**config.mk**
```make
export PLATFORM = sky130hd
export DESIGN_NAME = uart_sensor_requester
export DESIGN_NICKNAME = d
export VERILOG_FILES = /design/src/rtl/uart_sensor_requester.sv
export SDC_FILE = /design/constraint.sdc
export NUM_CORES = 1
export LEC_CHECK = 0
export ABC_AREA = 1
export ABC_CLOCK_PERIOD_IN_PS = 2400
export BUFFER_PORTS_ARGS = -buffer_cell sky130_fd_sc_hd__buf_2
export CAP_MARGIN = 25
export CORE_MARGIN = 2
export CORE_UTILIZATION = 50
export DETAILED_ROUTE_END_ITERATION = 10
export MAX_ROUTING_LAYER = met4
export PLACE_DENSITY = 0.68
export SETUP_SLACK_MARGIN = 0.5
export SLEW_MARGIN = 20
export SYNTH_ARGS = -nofsm -noshare
export SYNTH_HDL_FRONTEND = slang
export SYNTH_SLANG_ARGS = --single-unit
```
**constraint.sdc**
```tcl
create_clock -name clock -period 2.4 [get_ports clock]
set_clock_uncertainty 0.2 [all_clocks]
set_input_delay 0.24 -clock clock [delete_from_list [all_inputs] [get_ports clock]]
set_output_delay 0.24 -clock clock [all_outputs]
set_load 0.02 [all_outputs]
```
**src/rtl/uart_sensor_requester.sv**
```systemverilog
// Host-side UART sensor requester: sends one 8N1 command byte, then receives
// a two-byte reply (response code, measurement) and reports it with a status.
module uart_sensor_requester #(
  parameter int CLKS_PER_BIT = 5208,
  parameter int TIMEOUT_CLKS = 5000000
) (
  input  logic       clock,
  input  logic       reset,
  input  logic       req_valid,
  output logic       req_ready,
  input  logic [7:0] req_cmd,
  output logic       tx,
  input  logic       rx,
  output logic       rsp_valid,
  output logic [7:0] rsp_code,
  output logic [7:0] rsp_data,
  output logic [1:0] rsp_err
);

  localparam int CW = $clog2(CLKS_PER_BIT);
  localparam int TW = $clog2(TIMEOUT_CLKS + 1);
  localparam logic [CW-1:0] BIT_LAST  = CW'(CLKS_PER_BIT - 1);
  localparam logic [CW-1:0] HALF_LAST = CW'(CLKS_PER_BIT / 2 - 1);
  localparam logic [TW-1:0] TO_LAST   = TW'(TIMEOUT_CLKS - 1);

  typedef enum logic [2:0] {
    IDLE, SEND, WAIT_B0, RECV_B0, WAIT_B1, RECV_B1, DONE
  } state_t;

  state_t        state, state_nx;
  logic          rx_s1, rx_s2, rx_prev;
  logic [CW-1:0] clk_cnt;
  logic [3:0]    bit_idx;
  logic [TW-1:0] to_cnt;
  logic [8:0]    tx_frame;
  logic          tx_q;
  logic [7:0]    cmd_q;
  logic [7:0]    rx_byte;

  logic accept, rx_fall, bit_end, rx_sample, in_wait, in_recv;
  logic glitch, frame_done, code_ok;

  always_comb begin
    accept     = req_valid && (state == IDLE);
    rx_fall    = rx_prev && !rx_s2;
    bit_end    = (clk_cnt == BIT_LAST);
    // start bit is checked at its centre, data/stop bits a full bit later
    rx_sample  = (bit_idx == 4'd0) ? (clk_cnt == HALF_LAST) : bit_end;
    in_wait    = (state == WAIT_B0) || (state == WAIT_B1);
    in_recv    = (state == RECV_B0) || (state == RECV_B1);
    glitch     = in_recv && rx_sample && (bit_idx == 4'd0) && rx_s2;
    frame_done = in_recv && rx_sample && (bit_idx == 4'd9);
    code_ok    = ((cmd_q == 8'h04) && (rsp_code == 8'h02)) ||
                 ((cmd_q == 8'h05) && (rsp_code == 8'h01));
  end

  always_ff @(posedge clock or negedge reset) begin
    if (!reset) state <= IDLE;
    else        state <= state_nx;
  end

  always_comb begin
    state_nx = state;
    case (state)
      IDLE:    if (accept) state_nx = SEND;
      SEND:    if (bit_end && (bit_idx == 4'd9)) state_nx = WAIT_B0;
      WAIT_B0: begin
        if (rx_fall)                 state_nx = RECV_B0;
        else if (to_cnt == TO_LAST)  state_nx = DONE;
      end
      RECV_B0: begin
        if (glitch)          state_nx = WAIT_B0;
        else if (frame_done) state_nx = rx_s2 ? WAIT_B1 : DONE;
      end
      WAIT_B1: begin
        if (rx_fall)                 state_nx = RECV_B1;
        else if (to_cnt == TO_LAST)  state_nx = DONE;
      end
      RECV_B1: begin
        if (glitch)          state_nx = WAIT_B1;
        else if (frame_done) state_nx = DONE;
      end
      DONE:    state_nx = IDLE;
      default: state_nx = IDLE;
    endcase
  end

  // Synchroniser and edge-detect history idle high so reset never fakes a start.
  always_ff @(posedge clock or negedge reset) begin
    if (!reset) begin
      rx_s1   <= 1'b1;
      rx_s2   <= 1'b1;
      rx_prev <= 1'b1;
    end else begin
      rx_s1   <= rx;
      rx_s2   <= rx_s1;
      rx_prev <= rx_s2;
    end
  end

  always_ff @(posedge clock or negedge reset) begin
    if (!reset) begin
      clk_cnt  <= '0;
      bit_idx  <= '0;
      to_cnt   <= '0;
      tx_frame <= '1;
      tx_q     <= 1'b1;
      cmd_q    <= '0;
      rx_byte  <= '0;
      rsp_code <= '0;
      rsp_data <= '0;
      rsp_err  <= '0;
    end else begin
      case (state)
        IDLE: if (accept) begin
          cmd_q    <= req_cmd;
          tx_frame <= {1'b1, req_cmd};
          tx_q     <= 1'b0;
          clk_cnt  <= '0;
          bit_idx  <= '0;
          rsp_code <= '0;
          rsp_data <= '0;
          rsp_err  <= '0;
        end
        SEND: begin
          if (bit_end) begin
            clk_cnt <= '0;
            if (bit_idx == 4'd9) begin
              bit_idx <= '0;
              to_cnt  <= '0;
              tx_q    <= 1'b1;
            end else begin
              bit_idx  <= bit_idx + 4'd1;
              tx_q     <= tx_frame[0];
              tx_frame <= {1'b1, tx_frame[8:1]};
            end
          end else begin
            clk_cnt <= clk_cnt + CW'(1);
          end
        end
        WAIT_B0, WAIT_B1: begin
          // the timeout keeps its value across a rejected glitch
          if (rx_fall) begin
            clk_cnt <= '0;
            bit_idx <= '0;
          end else begin
            to_cnt <= to_cnt + TW'(1);
            if (to_cnt == TO_LAST) rsp_err <= 2'b01;
          end
        end
        RECV_B0, RECV_B1: begin
          if (rx_sample) begin
            clk_cnt <= '0;
            if (bit_idx == 4'd0) begin
              if (!rx_s2) bit_idx <= 4'd1;
            end else if (bit_idx == 4'd9) begin
              bit_idx <= '0;
              if (!rx_s2) begin
                rsp_err <= 2'b10;
              end else if (state == RECV_B0) begin
                rsp_code <= rx_byte;
                to_cnt   <= '0;
              end else begin
                rsp_data <= rx_byte;
                if (!code_ok) rsp_err <= 2'b11;
              end
            end else begin
              rx_byte <= {rx_s2, rx_byte[7:1]};
              bit_idx <= bit_idx + 4'd1;
            end
          end else begin
            clk_cnt <= clk_cnt + CW'(1);
          end
        end
        default: ;
      endcase
    end
  end

  assign tx        = tx_q;
  assign req_ready = (state == IDLE);
  assign rsp_valid = (state == DONE);

endmodule
```
==> impl_table.tex <==
\begin{tabular}{lr}
\hline
Metric & Value \\
\hline
\multicolumn{2}{l}{\textbf{Run status}} \\
\quad Result of the run & complete, no violations \\
\multicolumn{2}{l}{\textbf{Final layout}} \\
\quad Finished layout cell area & 6650 um\^{}2 \\
\quad Area growth from synthesis to layout & 26.2\% \\
\quad Inserted Diodes & 0 \\
\quad Total Nets Final & 835 \\
\quad Share of cells above drive strength 1 & 24.9\% \\
\multicolumn{2}{l}{\textbf{Timing}} \\
\quad RSZ-0062 raised after global routing & yes \\
\quad Shortest period the worst path allows & 2.02 ns \\
\quad \# setup viols final & 0 \\
\quad Final max-slew violation count & 0 \\
\quad Final setup TNS & 0 ns \\
\quad Slew at the pin closest to its max-slew limit & 0.413 ns \\
\quad Hold Slack & 0.0426 ns \\
\quad Fmax achieved & 496 MHz \\
\quad Relative slew margins & 72.2\% \\
\quad Final worst slack & 0.383 ns \\
\quad Final period util & 84.0\% \\
\quad Hold Vio Cnt, Final & 0 \\
\multicolumn{2}{l}{\textbf{Synth}} \\
\quad Area share of fa/ha/maj cells after synthesis & 1.19\% \\
\quad Total standard cell area after synthesis & 5270 um\^{}2 \\
\quad Largest family of logic cells by synthesized area & simple AND/OR/NAND/NOR gates \\
\quad Mean instance size in the synthesized netlist & 7.15 um\^{}2 \\
\quad Count of state elements after synthesis & 89 \\
\quad Unique masters post-synth & 33 \\
\quad Area fraction in compound gates after synthesis & 10.5\% \\
\quad Synth Net Count & 754 \\
\quad Share of synthesized area occupied by flip-flops and latches & 42.6\% \\
\quad Synth Warn \# & 0 \\
\quad Multiplexer share of the synthesized area & 0.641\% \\
\quad Fraction of synthesized cell area in xor and xnor cells & 3.66\% \\
\quad Post-synthesis share of cell area spent on and, or, nand and nor gates & 33.9\% \\
\quad Gate count of the mapped netlist & 737 \\
\multicolumn{2}{l}{\textbf{Power and ir drop}} \\
\quad Cell area power density & 1040 nW/um\^{}2 \\
\quad Switching power total & 3.12 mW \\
\quad Fraction of power consumed by combinational cells & 54.8\% \\
\quad Cell internal pwr & 3.78 mW \\
\quad Pwr Total & 6.89 mW \\
\quad Net switching fraction of the power & 45.2\% \\
\quad Clk network pwr share & 15.8\% \\
\quad Leakage power summed over all cells & 2.99 nW \\
\quad VDD IR-drop max & 612 uV \\
\quad Fraction of power consumed by sequential logic & 29.4\% \\
\multicolumn{2}{l}{\textbf{Worst setup path}} \\
\quad Chain of cells forming the critical path & buf\_4, buf\_4, nand3\_4, nand2\_8, nand2\_8, or3\_4, buf\_12, nand2\_1, o21ai\_2 \\
\quad Required time at the worst-slack endpoint & 2.47 ns \\
\quad R2R Path Start & state[1] \\
\quad Crit. End Element & flop \\
\quad Worst setup path startpoint & state[1] \\
\quad Slowest Stage Delay on Critical Path & 0.48 ns \\
\quad Max Fanout on Critical Path & 8 \\
\quad Number of buffers and inverters on the critical path & 3 \\
\quad Crit path max-delay cell type & sky130\_fd\_sc\_hd\_\_dfrtp\_2 \\
\quad Arrival time reported for the critical path endpoint & 2.08 ns \\
\quad Class of the most critical setup path & reg2reg \\
\quad Kind of launch point of the worst setup path & flop \\
\quad Dominant delay contributor by cell family on the critical path & simple AND/OR/NAND/NOR gates \\
\multicolumn{2}{l}{\textbf{Drt}} \\
\quad Met3 routed wirelength & 778 um \\
\quad Top layer reached by signal wires & met4 \\
\quad Met2 wire len & 6940 um \\
\quad DRC violation total after the first TritonRoute iteration & 409 \\
\quad Routed Wire Length & 14,300 um \\
\quad Remaining antenna violation count after routing & 0 \\
\quad Vias post-DR & 5,109 \\
\quad Residual DRC & 0 \\
\quad Vias per Instance & 5.33 \\
\quad Post-Route M1 WL & 6330 um \\
\quad First-pass iteration count of the detailed router & 5 \\
\quad Average routed wire per standard cell & 14.9 um \\
\multicolumn{2}{l}{\textbf{Floorplanning}} \\
\quad Die height & 107 um \\
\quad Initial cell density of the core & 51.2\% \\
\quad Die area & 11,400 um\^{}2 \\
\quad Total I/O pin count & 33 \\
\quad Number of core rows & 37 \\
\quad Area of the core & 10,300 um\^{}2 \\
\quad Horizontal die dimension & 107 um \\
\multicolumn{2}{l}{\textbf{GRT}} \\
\quad GR Overflow Total & 0 \\
\quad Via count of the first global-routing pass & 4,956 \\
\quad First-pass GRT wire length & 23,300 um \\
\quad Largest net degree at the start of global routing & 45 \\
\quad Antenna violations before repair & 0 \\
\quad Tot GR Track Use & 26.4\% \\
\multicolumn{2}{l}{\textbf{Clocking}} \\
\quad Clock root buffer & sky130\_fd\_sc\_hd\_\_clkbuf\_8 \\
\quad Latest clock arrival within the worst-skew pair & 0.37 ns \\
\quad CTS buffer count & 9 \\
\quad Deepest clock path buffer count & 2 \\
\quad Sink count of the clock tree & 89 \\
\quad Clock-pin slew of the registers on the worst-case setup and hold paths & 0.10 ns \\
\quad CTS H-Tree Depth & 3 \\
\quad CTS tree & done \\
\multicolumn{2}{l}{\textbf{Placed design}} \\
\quad Pre-CTS setup slack & 0.109 ns \\
\quad Final weighted congestion of routability-driven global placement & 0.940 \\
\quad Count of port buffers added during placement & 32 \\
\quad Placed instance area & 5620 um\^{}2 \\
\quad Final HPWL DP & 9370 um \\
\multicolumn{2}{l}{\textbf{Flow run}} \\
\quad Max\_cap viols & 0 \\
\multicolumn{2}{l}{\textbf{Min path}} \\
\quad Worst min path class & in2reg \\
\quad Worst hold start & req\_valid \\
\hline
\end{tabular}
through the flow:
stage / util, % / cells
CTS: 62.5 / 947
detailed placement: 54.7 / 893
global placement: 54.7 / 893
finish: 64.7 / 959
floorplan: - / 737
global route: 64.7 / 959
final cells by class:
type	instances	area, um^2
fillers	918	3630
multi-input cells	552	2980
flip-flops and latches	89	2250
repair buffers	93	761
inverters	72	275
well taps	136	170
clock buffers	10	128
clock inverters	6	72.6
repair inverters	1	7.51
final timing paths:
| check | to | slack (ns) | cells after the start |
|---|---|---|---|
| setup / recovery | rx_byte[1] | 0.38 | 9 |
| hold / removal | state[0] | 0.04 | 3 |
| setup reg to reg | rx_byte[1] | 0.38 | 9 |
| hold reg to reg | rx_s2 | 0.16 | 0 |
| max in group asynchronous | rx_s2 | 1.23 | 3 |
| min in group asynchronous | to_cnt[21] | 0.10 | 2 |
power by group through the flow:
stage	Combinational [mW]	Sequential [mW]	Clock, mW
floorplan	1.84	2.00	0
global placement	2.37	2.04	0
detailed placement	2.42	2.06	0
CTS	3.14	2.01	1.11
global route	4.09	2.06	1.17
finish	3.78	2.03	1.09
cells by family (layout without fill, tap and decap cells):
| group | Yosys count | in the layout |
|---|---|---|
| AO/OA/AOI/OAI | 96 | 96 |
| XOR/XNOR | 22 | 22 |
| flip-flops | 89 | 89 |
| multiplexers | 3 | 3 |
| buffers and inverters | 98 | 182 |
| AND/OR/NAND/NOR | 424 | 426 |
| adder cells (fa/ha/maj) | 5 | 5 |
Yosys cell counts, drive strengths merged:
cell / instances / share of area (%)
a21oi: 12 / 1.1
a31oi: 1 / 0.12
buf: 17 / 1.8
clkbuf: 9 / 0.64
dfrtp: 77 / 37
dfstp: 12 / 6.0
ha: 5 / 1.2
inv: 72 / 5.1
mux2: 3 / 0.64
nand2: 227 / 17
nand3: 60 / 6.1
nand4: 12 / 1.7
nor2: 117 / 8.6
nor3: 7 / 0.67
o2111ai: 1 / 0.17
o211ai: 10 / 1.4
o21ai: 69 / 7.1
o21bai: 1 / 0.21
o31ai: 2 / 0.29
or3: 1 / 0.12
xnor2: 6 / 1.0
xor2: 16 / 2.7
metal layers:
layer / track usage, % / up-vias
met5: - / -
met4: 8.81 / 0
met3: 4.44 / 26
met2: 42.8 / 147
met1: 33.9 / 2422
li1: - / 2514
flip-flops by register name, summed over array words and instances (netlist names):
signal and count:
to_cnt 23, clk_cnt 13, cmd_q 8, rsp_code 8
rsp_data 8, rx_byte 8, tx_frame 8, bit_idx 4
state 3, rsp_err 2, rx_prev 1, rx_s1 1
rx_s2 1, tx 1
cell usage in the layout, fill, tap and decap left out, drive strengths merged, types with 2 or more instances in the layout:
cell and n:
ha 5, buf 82, clkbuf 11, o211ai 10
a21oi 12, mux2 3, dfstp 12, nor2 117
xnor2 6, o21ai 69, xor2 16, inv 75
clkinvlp 2, nor3 7, dlygate4sd3 10, nand2 227
nand3 60, dfrtp 77, nand4 14, o31ai 2
tightest hold or removal path, cell delays in order:
cell and delay (ns):
sky130_fd_sc_hd__buf_2 0.11, sky130_fd_sc_hd__nor2_2 0.06, sky130_fd_sc_hd__o211ai_1 0.16
repair_timing:
action,4_1_cts,5_1_grt
pin swaps,14,9
endpoints found under the setup margin,77,74
buffers inserted,25,10
hold buffers,10,0
cloned,3,2
resized for setup,70,39
hold endpoints to repair,93,0
No activity file was read; power rests on OpenSTA's default activity.
